==> src/rtl/control_multicycle.sv <==
// Multi-cycle control FSM: accepts one instruction per valid/ready handshake and
// sequences decode, ALU, memory and writeback strobes for R, I-ALU, LW, SW and BEQ/BNE.
//
// state  | meaning
// FETCH  | idle, instr_ready=1, waiting for an instruction
// DECODE | classify the latched instruction
// EXEC   | R/I ALU operation
// WB     | register write and PC+4 update
// ADDR   | load/store address calculation
// MEM    | data memory access, bounded by the timeout counter
// BRANCH | compare via SUB, select PC source from alu_zero
// TRAP   | illegal_instr pulse
module control_multicycle #(
    parameter int XLEN         = 32,
    parameter int ALU_CTRL_W   = 4,
    parameter int ENABLE_ITYPE = 1,
    parameter int MEM_TIMEOUT  = 16
) (
    input  logic                  clk,
    input  logic                  rst,
    input  logic                  instr_valid,
    output logic                  instr_ready,
    input  logic [XLEN-1:0]       instruction_word,
    input  logic                  alu_zero,
    input  logic                  mem_ready,
    output logic [ALU_CTRL_W-1:0] alu_ctrl,
    output logic                  alu_src_imm,
    output logic                  reg_write,
    output logic                  mem_to_reg,
    output logic                  mem_read,
    output logic                  mem_write,
    output logic                  pc_write,
    output logic                  pc_sel_branch,
    output logic                  illegal_instr,
    output logic                  bus_error
);

    localparam int TW = $clog2(MEM_TIMEOUT + 1);

    localparam logic [6:0] OP_R      = 7'b0110011;
    localparam logic [6:0] OP_I      = 7'b0010011;
    localparam logic [6:0] OP_LOAD   = 7'b0000011;
    localparam logic [6:0] OP_STORE  = 7'b0100011;
    localparam logic [6:0] OP_BRANCH = 7'b1100011;

    localparam logic [3:0] ALU_ADD = 4'b0000;
    localparam logic [3:0] ALU_SUB = 4'b1000;

    typedef enum logic [2:0] {
        S_FETCH, S_DECODE, S_EXEC, S_WB, S_ADDR, S_MEM, S_BRANCH, S_TRAP
    } state_t;

    state_t          state, state_nxt;
    logic [6:0]      ir_opcode;
    logic [2:0]      ir_funct3;
    logic [6:0]      ir_funct7;
    logic [TW-1:0]   tmo_cnt;
    logic [3:0]      alu_hold, alu_op;
    logic            is_r, is_i, is_load, is_store, is_branch;
    logic [3:0]      exec_op;

    // Only the decode fields of the instruction register are kept.
    always_ff @(posedge clk) begin
        if (rst) begin
            state     <= S_FETCH;
            ir_opcode <= '0;
            ir_funct3 <= '0;
            ir_funct7 <= '0;
            tmo_cnt   <= '0;
            alu_hold  <= '0;
        end else begin
            state    <= state_nxt;
            alu_hold <= alu_op;
            if (state == S_FETCH && instr_valid) begin
                ir_opcode <= instruction_word[6:0];
                ir_funct3 <= instruction_word[14:12];
                ir_funct7 <= instruction_word[31:25];
            end
            if (state == S_ADDR)
                tmo_cnt <= TW'(MEM_TIMEOUT - 1);
            else if (state == S_MEM && tmo_cnt != '0)
                tmo_cnt <= tmo_cnt - 1'b1;
        end
    end

    always_comb begin
        is_r      = 1'b0;
        is_i      = 1'b0;
        is_load   = 1'b0;
        is_store  = 1'b0;
        is_branch = 1'b0;
        case (ir_opcode)
            OP_R: is_r = (ir_funct7 == 7'b0000000) ||
                         (ir_funct7 == 7'b0100000 && (ir_funct3 == 3'b000 || ir_funct3 == 3'b101));
            OP_I: begin
                if (ENABLE_ITYPE != 0) begin
                    case (ir_funct3)
                        3'b001:  is_i = (ir_funct7 == 7'b0000000);
                        3'b101:  is_i = (ir_funct7 == 7'b0000000) || (ir_funct7 == 7'b0100000);
                        default: is_i = 1'b1;
                    endcase
                end
            end
            OP_LOAD:   is_load   = (ir_funct3 == 3'b010);
            OP_STORE:  is_store  = (ir_funct3 == 3'b010);
            OP_BRANCH: is_branch = (ir_funct3 == 3'b000) || (ir_funct3 == 3'b001);
            default: ;
        endcase
        // f7b5 (IR[30]) only qualifies I-type shifts; other I-ops ignore it.
        if (is_i && ir_funct3 != 3'b101)
            exec_op = {1'b0, ir_funct3};
        else
            exec_op = {ir_funct7[5], ir_funct3};
    end

    always_comb begin
        state_nxt     = state;
        alu_op        = alu_hold;
        instr_ready   = 1'b0;
        alu_src_imm   = 1'b0;
        reg_write     = 1'b0;
        mem_to_reg    = 1'b0;
        mem_read      = 1'b0;
        mem_write     = 1'b0;
        pc_write      = 1'b0;
        pc_sel_branch = 1'b0;
        illegal_instr = 1'b0;
        bus_error     = 1'b0;
        case (state)
            S_FETCH: begin
                instr_ready = 1'b1;
                if (instr_valid) state_nxt = S_DECODE;
            end
            S_DECODE: begin
                if (is_r || is_i)            state_nxt = S_EXEC;
                else if (is_load || is_store) state_nxt = S_ADDR;
                else if (is_branch)          state_nxt = S_BRANCH;
                else                         state_nxt = S_TRAP;
            end
            S_EXEC: begin
                alu_op      = exec_op;
                alu_src_imm = is_i;
                state_nxt   = S_WB;
            end
            S_WB: begin
                reg_write  = 1'b1;
                pc_write   = 1'b1;
                mem_to_reg = is_load;
                state_nxt  = S_FETCH;
            end
            S_ADDR: begin
                alu_op      = ALU_ADD;
                alu_src_imm = 1'b1;
                state_nxt   = S_MEM;
            end
            S_MEM: begin
                alu_op      = ALU_ADD;
                alu_src_imm = 1'b1;
                mem_read    = is_load;
                mem_write   = is_store;
                // A late mem_ready on the terminal-count cycle still completes the access.
                if (mem_ready) begin
                    if (is_load) begin
                        state_nxt = S_WB;
                    end else begin
                        pc_write  = 1'b1;
                        state_nxt = S_FETCH;
                    end
                end else if (tmo_cnt == '0) begin
                    bus_error = 1'b1;
                    state_nxt = S_FETCH;
                end
            end
            S_BRANCH: begin
                alu_op        = ALU_SUB;
                pc_write      = 1'b1;
                pc_sel_branch = (ir_funct3 == 3'b000) ? alu_zero : ~alu_zero;
                state_nxt     = S_FETCH;
            end
            S_TRAP: begin
                illegal_instr = 1'b1;
                state_nxt     = S_FETCH;
            end
            default: state_nxt = S_FETCH;
        endcase
    end

    assign alu_ctrl = ALU_CTRL_W'(alu_op);

endmodule

==> config.mk <==
export PLATFORM = sky130hd
export DESIGN_NAME = control_multicycle
export DESIGN_NICKNAME = d
export VERILOG_FILES = /design/src/rtl/control_multicycle.sv
export SDC_FILE = /design/constraint.sdc
export NUM_CORES = 1
export LEC_CHECK = 0
export ABC_AREA = 1
export CORE_AREA = 2 2 89 48
export CTS_CLUSTER_DIAMETER = 60
export DETAILED_ROUTE_END_ITERATION = 6
export DIE_AREA = 0 0 91 50
export PLACE_DENSITY_LB_ADDON = 0.2
export SETUP_SLACK_MARGIN = 0.5
export SYNTH_ARGS = -nofsm -noshare
export SYNTH_HDL_FRONTEND = slang
export SYNTH_SLANG_ARGS = --single-unit
export TNS_END_PERCENT = 1
==> constraint.sdc <==
create_clock -name clk -period 1.5 [get_ports clk]
set_clock_uncertainty 0.2 [all_clocks]
set_input_delay 0.15 -clock clk [delete_from_list [all_inputs] [get_ports clk]]
set_output_delay 0.15 -clock clk [all_outputs]
set_load 0.02 [all_outputs]
# Word level (Yosys, flattened, before mapping)
# Index checks and enable logic that the tools add are counted.
[op_classes]
add_sub_neg = 1
eq_ne = 19
mux = 33
n_bitwise = 1
reduce_logical = 21
[op_table]
columns = ["cell", "count"]
rows = [
  ["$eq A7 B6 Y1 const B", 3],
  ["$mux W1", 19],
  ["$pmux W3 S6", 1],
  ["$eq A3 B3 Y1 const B", 5],
  ["$mux W3", 4],
  ["$mux W4", 3],
  ["$pmux W4 S3", 1],
  ["$eq A3 B2 Y1 const B", 3],
  ["$eq A7 B2 Y1 const B", 1],
  ["$eq A7 B5 Y1 const B", 1],
  ["$eq A7 B7 Y1 const B", 1],
  ["$logic_not A7 Y1", 1],
  ["$eq A3 B1 Y1 const B", 2],
  ["$logic_not A3 Y1", 2],
  ["$logic_or A1 B1 Y1", 6],
  ["$pmux W1 S2", 3],
  ["$reduce_or A2 Y1", 3],
  ["$logic_not A5 Y1", 1],
  ["$reduce_bool A5 Y1", 1],
  ["$sub A5 B1 Y5 const B", 1],
  ["$logic_and A1 B1 Y1", 4],
  ["$mux W2", 2],
  ["$ne A3 B2 Y1 const B", 1],
  ["$ne A3 B3 Y1 const B", 1],
  ["other kinds (5)", 5],
]
[totals]
register_bits = 29
in_bits = 37

# Depth between registers and ports, before layout
# Gate-level depths: netlist of the first run.
[logic_depth]
word_depth = 8
mapped_depth = 10
depth_no_buf = 10

# Worst setup path before layout of the first run
# OpenSTA, ideal clock, no wires.
[synth_path]
path_type = "reg-to-output"
startpoint = "register state[2]"
endpoint = "output mem_write"
arrival_time_ns = 1.415
required_time_ns = 1.150
slack_ns = -0.265
path_stages_with_launch = 5
cell_sequence = "dfxtp_1 -> inv_2 -> nor3_4 -> nand2_1 -> nor4_1"
[synth_between]
elab_chain_cells = 2
[synth_lines]
columns = ["element", "line_no", "text"]
rows = [
  ["start, declared", "53", "state_t state, state_nxt;"],
  ["start signal, assigned", "72", "state <= state_nxt;"],
  ["$eq A3 B3 Y1", "129", "case (state)"],
  ["$mux W1", "129", ""],
  ["end, declared", "31", "output logic mem_write,"],
]
# Every way passes these cells.

# Worst setup path after layout of the first run
[layout_path]
startpoint = "register state[0]"
endpoint = "output bus_error"
[layout_between]
elab_chain_cells = 2
[layout_lines]
columns = ["element", "line_no", "text"]
rows = [
  ["$eq A3 B3 Y1", "129", ""],
  ["$mux W1", "129", ""],
  ["end, declared", "35", "output logic bus_error"],
]
# Every way passes these cells.

==> impl_summary.txt, run 1 <==
----------------------------------------------------
[Placement]
  Total of buffers placed on input and output ports ... 35
  Final estimated routing congestion in global placement ... 0.866
  Total placed cells including tap cells ... 347
  HPWL Detailed ... 3260 microns

[Finish]
  Ratio of cells with drive above 1 in the final layout ... 47.5%
  Area of combinational cells with multiple inputs ... 973 sq um
  Total Nets Final ... 351
  Number of non-filler instances in the completed layout ... 368
  Antenna Cells ... 0
  Register Area ... 591 sq um
  Synthesis-to-finish area growth ... 86.1%
  Fill cell instance count of the final layout ... 301

[Critical path]
  Kind of critical path ... register to primary output
  Data arrival time of the worst path ... 1520 ps
  Setup crit end kind ... primary output
  Startpoint of the most critical register-to-register path ... state[0]$_SDFFE_PP0P_
  Critical Path Start ... state[0]$_SDFFE_PP0P_
  Register-to-register setup slack ... -320 ps
  Maximum fanout along the worst path ... 4
  Required time of the critical path ... 1150 ps
  Launching element type of the critical path ... register

[Power]
  Internal power component ... 2880 uW
  P_sw ... 2080 uW
  Clock group share of total power ... 14.8%
  Register share of total power ... 23.8%
  Total power per unit cell area ... 1840 nW/um^2
  Portion of total power attributed to combinational logic ... 61.5%
  Worst vdd ir ... 0.000960 V
  Leakage Power ... 0.00116 uW
  Fraction of power spent switching nets ... 42.0%

[Die]
  Effective utilization at floorplan ... 38.6%
  Top-level I/O count ... 51
  Area of the die ... 4550 sq um
  Cell row count ... 16
  Horizontal die dimension ... 91 microns
  Die height ... 50 microns
  Std-Cell Core Area ... 3760 sq um

[Synthesis]
  Post-Syn Instances ... 220
  Yosys reg bits ... 29
  YS warnings ... 0
  Proportion of synthesized chip area in sequential cells ... 40.0%
  Per-instance average area after synthesis ... 6.60 sq um
  Nets in the synthesized netlist ... 258
  Yosys cell types ... 22
  Cell Area, Synth ... 1450 sq um

[Run]
  Maxcap violations ... 0

[Detailed routing]
  DRC viols ... 0
  Number of antenna-violating nets in the routed design ... 0
  Mean routed wirelength per cell ... 12.6 microns
  First-pass iteration count of the detailed router ... 4
  Ratio of routed vias to standard cells ... 4.76
  Initial drt markers ... 59
  Via count ... 1752
  Total wire length after detailed routing ... 4650 microns

[Clock tree]
  Clock tree buffer depth ... 2
  Clock network latency to the later pin of the worst-skew pair ... 290 ps
  Clock tree from TritonCTS ... done
  Root Buffer Master ... clkbuf_8
  Number of H-tree levels ... 2
  Cts hold-fix bufs ... 0
  Number of clock sinks seen by CTS ... 29
  Number of buffers created by CTS ... 5
  Clock slew seen by the registers of the worst setup and hold paths ... 70 ps

[Timing]
  Fin worst setup slack ... -367 ps
  Pin slew with the least headroom to its limit ... 519 ps
  Crit share post-route ... 124%
  Slew Viols, Final ... 0
  Number of endpoints with negative hold slack in the final report ... 0
  Final setup TNS ... -6400 ps
  # setup viols final ... 37
  Unrepaired setup endpoints after global routing ... yes
  Fmax ... 536 MHz
  Final critical-path required period ... 1870 ps
  Worst-case headroom to the max-slew limit ... 65.4%

[Run status]
  Violated checks ... setup timing
  Outcome ... finished, violations left

[Worst hold path]
  Source of the worst hold timing path ... instruction_word[25]
  Hold crit path type ... input port to register

[Global route]
  Wire length of the first global-routing pass ... 7520 microns
  Largest net degree at the start of global routing ... 19
  Number of antenna violations at the first check in global routing ... 0
  GRT overflow ... 0
  Via count of the first global-routing pass ... 1590
  Overall fraction of global-route tracks in use ... 21.6%

----------------------------------------------------
==> timing repair <==
| action | in CTS | in global routing |
|---|---|---|
| pin swaps | 20 | 17 |
| setup buffers | 8 | 5 |
| endpoints found under the setup margin | 43 | 43 |
| cloned | 0 | 0 |
| resized for setup | 127 | 34 |
==> layout by cell type, fill, tap and decap left out <==
master           count
a2111oi_2            1
a21oi_1             20
a21oi_2              4
a31oi_1              1
a31oi_4              1
buf_2                1
buf_4               53
buf_6               18
clkbuf_8             7
clkdlybuf4s50_1     21
clkinv_2             1
dfxtp_1             23
dfxtp_2              5
dfxtp_4              1
ha_4                 1
inv_1               24
inv_2               11
inv_4                2
inv_6                1
nand2_1             34
nand2_2              5
nand2_4              3
nand3_1             18
nand3_2              4
nand4_1              1
nor2_1              12
nor2_2               8
nor2_4               9
nor3_1               2
nor3_4               3
nor4_4               1
o21ai_0              2
o21ai_1              5
o21ai_2              6
o22ai_4              3
xnor2_1              2
==> synthesized netlist by cell type <==
cell type | count | area share (%)
nand2_2 | 1 | 0.43
a21oi_1 | 24 | 8.3
o21ai_0 | 13 | 4.5
buf_2 | 1 | 0.34
clkbuf_1 | 4 | 1.0
nor3_1 | 4 | 1.4
xnor2_1 | 2 | 1.2
buf_4 | 2 | 1.0
nand4_1 | 1 | 0.43
nor3_4 | 1 | 1.1
inv_2 | 2 | 0.52
nor4_1 | 1 | 0.43
o22ai_1 | 3 | 1.3
a31oi_1 | 2 | 0.86
ha_1 | 1 | 0.86
nor2_2 | 4 | 1.7
a2111oi_0 | 1 | 0.60
nand3_1 | 22 | 7.6
nand2_1 | 41 | 11
inv_1 | 36 | 9.3
dfxtp_1 | 29 | 40
nor2_1 | 25 | 6.5
==> metal layers <==
layer	GRT usage, %	share of wire (%)
met1	29.1	47
met4	6.82	0.95
met3	6.73	6.5
met2	33.0	45
met5	0	0
==> cell families after synthesis <==
group / after synthesis / synth area share, %
AND/OR/NAND/NOR: 100 / 30.2
flip-flops: 29 / 40.0
XOR/XNOR: 2 / 1.21
buffers and inverters: 45 / 12.2
AO/OA/AOI/OAI: 43 / 15.5
adder cells (fa/ha/maj): 1 / 0.862
==> power by group through the flow <==
stage                     combinational (uW)  clock, uW  sequential, uW
after floorplan                         1340          0            1130
after global placement                  2350          0            1130
after detailed placement                2380          0            1140
after CTS                               2770        746            1140
after global routing                    3310        795            1200
final                                   3050        732            1180
==> state kept, by name, summed over array words and instances (netlist names) <==
register	count
state	3
alu_hold	4
ir_funct7	7
ir_funct3	3
ir_opcode	7
tmo_cnt	5
==> final timing paths <==
path                               endpoint  cells after the start
setup / recovery                  bus_error                      7
hold / removal    ir_funct7[0]$_SDFFE_PP0P_                      3
setup reg to reg    tmo_cnt[3]$_SDFFE_PP0P_                     10
hold reg to reg   ir_funct7[1]$_SDFFE_PP0P_                      2
==> area by class of cell <==
type                            count  share of cell area, %
Clock buffer                        7                   3.57
Clock inverter                      1                  0.185
Inverter                           38                   5.65
Multi-Input combinational cell    146                   36.0
Sequential cell                    29                   21.9
Tap cell                           54                   2.50
Timing Repair Buffer               93                   30.2
==> critical path, cell delays in order (launching register included) <==
cell and delay [ps]:
dfxtp_2 360, inv_4 60, nor3_4 250, buf_6 160, inv_6 40, buf_6 100
nor3_4 120, buf_6 140
==> stage by stage <==
stage | area (sq um) | total power, uW | utilization, % | setup WS (ps) | hold WS [ps]
2_1_floorplan | 1560 | 2470 | - | 19.4 | 117
6_report | 2700 | 4960 | 71.8 | -367 | 245
3_5_place_dp | 2280 | 3510 | 60.5 | -557 | 253
3_3_place_gp | 2280 | 3480 | 60.5 | -529 | 249
5_1_grt | 2700 | 5310 | 71.8 | -454 | 268
4_1_cts | 2570 | 4660 | 68.3 | -372 | 240
(Power assumes the default switching activity.)
==> run 2: changes to the inputs <==
--- a/config.mk
+++ b/config.mk
@@ -11,6 +11,7 @@
 export DETAILED_ROUTE_END_ITERATION = 6
 export DIE_AREA = 0 0 91 50
 export PLACE_DENSITY_LB_ADDON = 0.2
+export RECOVER_POWER = 100
 export SETUP_SLACK_MARGIN = 0.5
 export SYNTH_ARGS = -nofsm -noshare
 export SYNTH_HDL_FRONTEND = slang
==> impl_summary.txt, run 2 (same netlist as run 1, synthesis figures left out) <==
----------------------------------------------------
[Timing]
  Fin worst setup slack ... -367 ps
  # setup viols final ... 37
  Pin slew with the least headroom to its limit ... 519 ps
  Crit share post-route ... 124%
  Worst-case headroom to the max-slew limit ... 65.4%
  Number of endpoints with negative hold slack in the final report ... 0
  Fmax ... 536 MHz
  Final Hold Slack ... 245 ps
  Unrepaired setup endpoints after global routing ... yes
  Final critical-path required period ... 1870 ps
  Slew Viols, Final ... 0

[Placement]
  Setup slack after placement ... -557 ps
  Total placed cells including tap cells ... 347
  Total of buffers placed on input and output ports ... 35
  Total placed instance area ... 2280 sq um
  HPWL Detailed ... 3260 microns
  Final estimated routing congestion in global placement ... 0.866

[Finish]
  Top library cells by usage in the layout, fill and taps aside ... buf_4, nand2_1, inv_1
  Most common library cell in the layout ignoring fill and taps ... buf_4
  Number of non-filler instances in the completed layout ... 368
  Final core utilization ... 71.7%
  Final Instance Area ... 2700 sq um
  Synthesis-to-finish area growth ... 85.9%
  Largest regs ... ir_funct7: 7 flops, ir_opcode: 7 flops, tmo_cnt: 5 flops
  Total Nets Final ... 351
  Antenna Cells ... 0
  Ratio of cells with drive above 1 in the final layout ... 47.5%

[Clock tree]
  Root Buffer Master ... clkbuf_8
  Clock tree buffer depth ... 2
  Clock network latency to the later pin of the worst-skew pair ... 290 ps
  Clock tree from TritonCTS ... done
  Cts hold-fix bufs ... 0
  Number of buffers created by CTS ... 5
  Number of H-tree levels ... 2
  Clock slew seen by the registers of the worst setup and hold paths ... 70 ps
  Number of clock sinks seen by CTS ... 29

[Critical path]
  Launching element type of the critical path ... register
  Kind of critical path ... register to primary output
  Count of buffer and inverter cells on the critical path ... 5
  Startpoint of the most critical register-to-register path ... state[0]$_SDFFE_PP0P_
  Maximum fanout along the worst path ... 4
  Critical path's slowest cell ... dfxtp_2
  Critical Path Start ... state[0]$_SDFFE_PP0P_
  Cell chain of the critical path ... inv_4, nor3_4, buf_6, inv_6, buf_6, nor3_4, buf_6
  CP top delay family ... buffers and inverters
  Required time of the critical path ... 1150 ps
  Worst stage delay on the critical path ... 360 ps
  Most used cell, CP ... buf_6
  Data arrival time of the worst path ... 1520 ps
  Setup crit end kind ... primary output

[Global route]
  Number of antenna violations at the first check in global routing ... 0
  Via count of the first global-routing pass ... 1590
  Wire length of the first global-routing pass ... 7520 microns
  Largest net degree at the start of global routing ... 19
  Overall fraction of global-route tracks in use ... 21.6%
  GRT overflow ... 0

[Power]
  Total power per unit cell area ... 1840 nW/um^2
  Leakage Power ... 0.00116 uW
  Worst vdd ir ... 0.000960 V

[Detailed routing]
  Via count ... 1752
  Mean routed wirelength per cell ... 12.6 microns
  DRC viols ... 0
  First-pass iteration count of the detailed router ... 4
  Number of antenna-violating nets in the routed design ... 0
  Ratio of routed vias to standard cells ... 4.76
  Total wire length after detailed routing ... 4650 microns
  Initial drt markers ... 59

[Die]
  Effective utilization at floorplan ... 38.6%
  Cell row count ... 16
  Area of the die ... 4550 sq um
  Die height ... 50 microns
  Std-Cell Core Area ... 3760 sq um
  Top-level I/O count ... 51
  Horizontal die dimension ... 91 microns

[Run status]
  Violated checks ... setup timing
  Outcome ... finished, violations left

[Worst hold path]
  Hold crit path type ... input port to register
  Source of the worst hold timing path ... instruction_word[25]

[Run]
  Maxcap violations ... 0

----------------------------------------------------
## run 2: routing by layer
metal	track usage (%)	vias up	wire, microns
met3	6.73	5	301
met1	29.1	807	2210
met4	6.82	0	44
met5	0	-	0
met2	33.0	45	2100
li1	-	895	-
## run 2: through the flow
step | power [uW] | setup TNS, ps
finish | 4960 | -6400
floorplan | 2470 | 0
detailed placement | 3510 | -9760
global route | 5310 | -9430
global placement | 3480 | -9380
CTS | 4660 | -5020
## run 2: power by group
part	internal [uW]	leakage (uW)	switching (uW)	total, uW
clock network	414	0.0000542	318	732
registers	1010	0.000240	168	1180
logic	1450	0.000869	1600	3050
## run 2: worst paths after layout
kind | end | slack (ps) | cells past startpoint
worst max-delay path | bus_error | -370 | 7
worst min-delay path | ir_funct7[0]$_SDFFE_PP0P_ | 240 | 3
worst max register to register | tmo_cnt[3]$_SDFFE_PP0P_ | -320 | 10
worst min register to register | ir_funct7[1]$_SDFFE_PP0P_ | 270 | 2
## run 2: worst register-to-register path, cell delays in order (launching register included)
cell and delay, ps:
dfxtp_2 360, inv_4 60, nor3_4 250, buf_6 160, buf_4 100, buf_4 90, buf_4 130, nand2_4 70
nor2_2 90, xnor2_1 130, a21oi_1 80
## run 2: cell type report
cell class	count	area, sq um
multi-input combinational	146	973
clock buffer	7	96.3
tap	54	67.6
timing repair buffer	93	813
clock inverter	1	5.00
fill	302	1060
inverter	38	153
sequential	29	591
## run 2: what timing repair did
action,CTS,global route
endpoints found under the setup margin,43,43
gates cloned,0,0
resized for setup,127,34
pin swaps,20,17
buffers inserted,8,5
==> run 3: changes to the inputs <==
==> constraint.sdc (replaced) <==
create_clock -name clk -period 1.5 [get_ports clk]
set_clock_uncertainty 0.2 [all_clocks]
set_input_delay 0.15 -clock clk [delete_from_list [all_inputs] [get_ports clk]]
set_output_delay 0.15 -clock clk [all_outputs]
set_load 0.01 [all_outputs]
==> impl_summary.txt, run 3 (same netlist as run 1, synthesis figures left out) <==
----------------------------------------------------
[Run status]
  Outcome ... finished, violations left
  Violated checks ... setup timing

[Global route]
  Number of antenna violations at the first check in global routing ... 0
  Largest net degree at the start of global routing ... 25
  Via count of the first global-routing pass ... 1455
  GRT overflow ... 0
  Wire length of the first global-routing pass ... 7030 microns
  Overall fraction of global-route tracks in use ... 20.2%

[Clock tree]
  Clock network latency to the later pin of the worst-skew pair ... 280 ps
  Clock tree buffer depth ... 2
  Cts hold-fix bufs ... 0
  Number of buffers created by CTS ... 5
  Number of H-tree levels ... 2
  Clock slew seen by the registers of the worst setup and hold paths ... 60 ps
  Number of clock sinks seen by CTS ... 29
  Root Buffer Master ... clkbuf_8
  Clock tree from TritonCTS ... done

[Finish]
  Total Nets Final ... 344
  Area of combinational cells with multiple inputs ... 835 sq um
  Register Area ... 587 sq um
  Fill cell instance count of the final layout ... 360
  Ratio of cells with drive above 1 in the final layout ... 38.9%
  Number of non-filler instances in the completed layout ... 360
  Synthesis-to-finish area growth ... 65.2%
  Top library cells by usage in the layout, fill and taps aside ... buf_4, nand2_1, inv_1
  Largest regs ... ir_funct7: 7 flops, ir_opcode: 7 flops, tmo_cnt: 5 flops
  Antenna Cells ... 0
  Most common library cell in the layout ignoring fill and taps ... buf_4
  Final core utilization ... 63.7%

[Timing]
  Slew Viols, Final ... 0
  Pin slew with the least headroom to its limit ... 408 ps
  # setup viols final ... 36
  Fmax ... 521 MHz
  Number of endpoints with negative hold slack in the final report ... 0
  Unrepaired setup endpoints after global routing ... yes
  Final critical-path required period ... 1920 ps
  Fin worst setup slack ... -420 ps
  Crit share post-route ... 128%
  Worst-case headroom to the max-slew limit ... 72.7%

[Power]
  Worst vdd ir ... 0.000888 V
  Leakage Power ... 0.00106 uW
  Total power per unit cell area ... 1770 nW/um^2

[Detailed routing]
  Ratio of routed vias to standard cells ... 4.57
  First-pass iteration count of the detailed router ... 4
  Total wire length after detailed routing ... 4380 microns
  Mean routed wirelength per cell ... 12.2 microns
  Initial drt markers ... 66
  Number of antenna-violating nets in the routed design ... 0
  DRC viols ... 0
  Via count ... 1644

[Critical path]
  Launching element type of the critical path ... register
  Register-to-register setup slack ... -380 ps
  Data arrival time of the worst path ... 1570 ps
  Required time of the critical path ... 1150 ps
  Setup crit end kind ... primary output
  Kind of critical path ... register to primary output
  Maximum fanout along the worst path ... 5

[Worst hold path]
  Hold crit path type ... input port to register

[Run]
  Maxcap violations ... 0

[Die]
  Area of the die ... 4550 sq um
  Top-level I/O count ... 51
  Std-Cell Core Area ... 3760 sq um
  Horizontal die dimension ... 91 microns
  Die height ... 50 microns
  Effective utilization at floorplan ... 38.6%
  Cell row count ... 16

[Placement]
  Total of buffers placed on input and output ports ... 35
  Total placed cells including tap cells ... 346
  Final estimated routing congestion in global placement ... 0.894
  Setup slack after placement ... -513 ps
  HPWL Detailed ... 3160 microns

----------------------------------------------------
-- run 3: cell count changes in the layout (fill, tap and decap cells not counted), moves of 3 or more --
cell,change
o22ai_4,-3
buf_4,-3
inv_1,+3
o21ai_1,+5
o21ai_2,-6
nor2_4,-4
nand3_2,-3
buf_2,+10
a21oi_1,+3
a21oi_2,-3
buf_6,-15
-- run 3: critical path, cell delays in order (launching register included) --
cell and delay [ps]:
dfxtp_2 350, inv_4 60, nor3_4 210, buf_6 130, buf_4 110, nand2_1 60
nor4_2 180, buf_2 190
-- run 3: layer usage --
metal	wire length (microns)	GRT usage [%]
met1	2390	30.8
met2	1600	24.8
met3	296	5.96
met4	89	9.85
met5	0	0
-- run 3: report_power, final --
group,internal [uW],switching [uW],total [uW]
clock network,363,297,660
registers,1000,145,1150
logic,1130,1320,2440
-- run 3: per-stage QoR --
| stage | area (sq um) | setup TNS (ps) | power [uW] | hold slack [ps] |
|---|---|---|---|---|
| after floorplan | 1500 | 0 | 2310 | 116 |
| after global placement | 2210 | -8180 | 3300 | 241 |
| after detailed placement | 2210 | -8810 | 3330 | 241 |
| after CTS | 2370 | -5570 | 4130 | 234 |
| after global routing | 2400 | -8670 | 4570 | 260 |
| final | 2400 | -5460 | 4250 | 242 |
-- run 3: final cells by class --
type,instances,share of cell area [%]
Multi-Input combinational cell,146,34.8
Timing Repair Buffer,86,28.2
Tap cell,54,2.82
Clock buffer,7,3.60
Inverter,38,6.05
Sequential cell,29,24.5
-- run 3: final timing paths --
| check | endpoint | from | depth (start not counted) |
|---|---|---|---|
| worst min register to register | ir_funct7[2]$_SDFFE_PP0P_ | ir_funct7[2]$_SDFFE_PP0P_ | 2 |
| worst max register to register | state[0]$_SDFFE_PP0P_ | ir_opcode[1]$_SDFFE_PP0P_ | 12 |
| worst min-delay path | ir_opcode[1]$_SDFFE_PP0P_ | instruction_word[1] | 3 |
| worst max-delay path | mem_write | state[2]$_SDFFE_PP0P_ | 7 |
-- run 3: repair_timing --
action	4_1_cts	5_1_grt
endpoints found under the hold margin	0	0
pin swaps	8	5
resized for setup	79	25
setup endpoints to repair	43	43
setup buffers	6	1
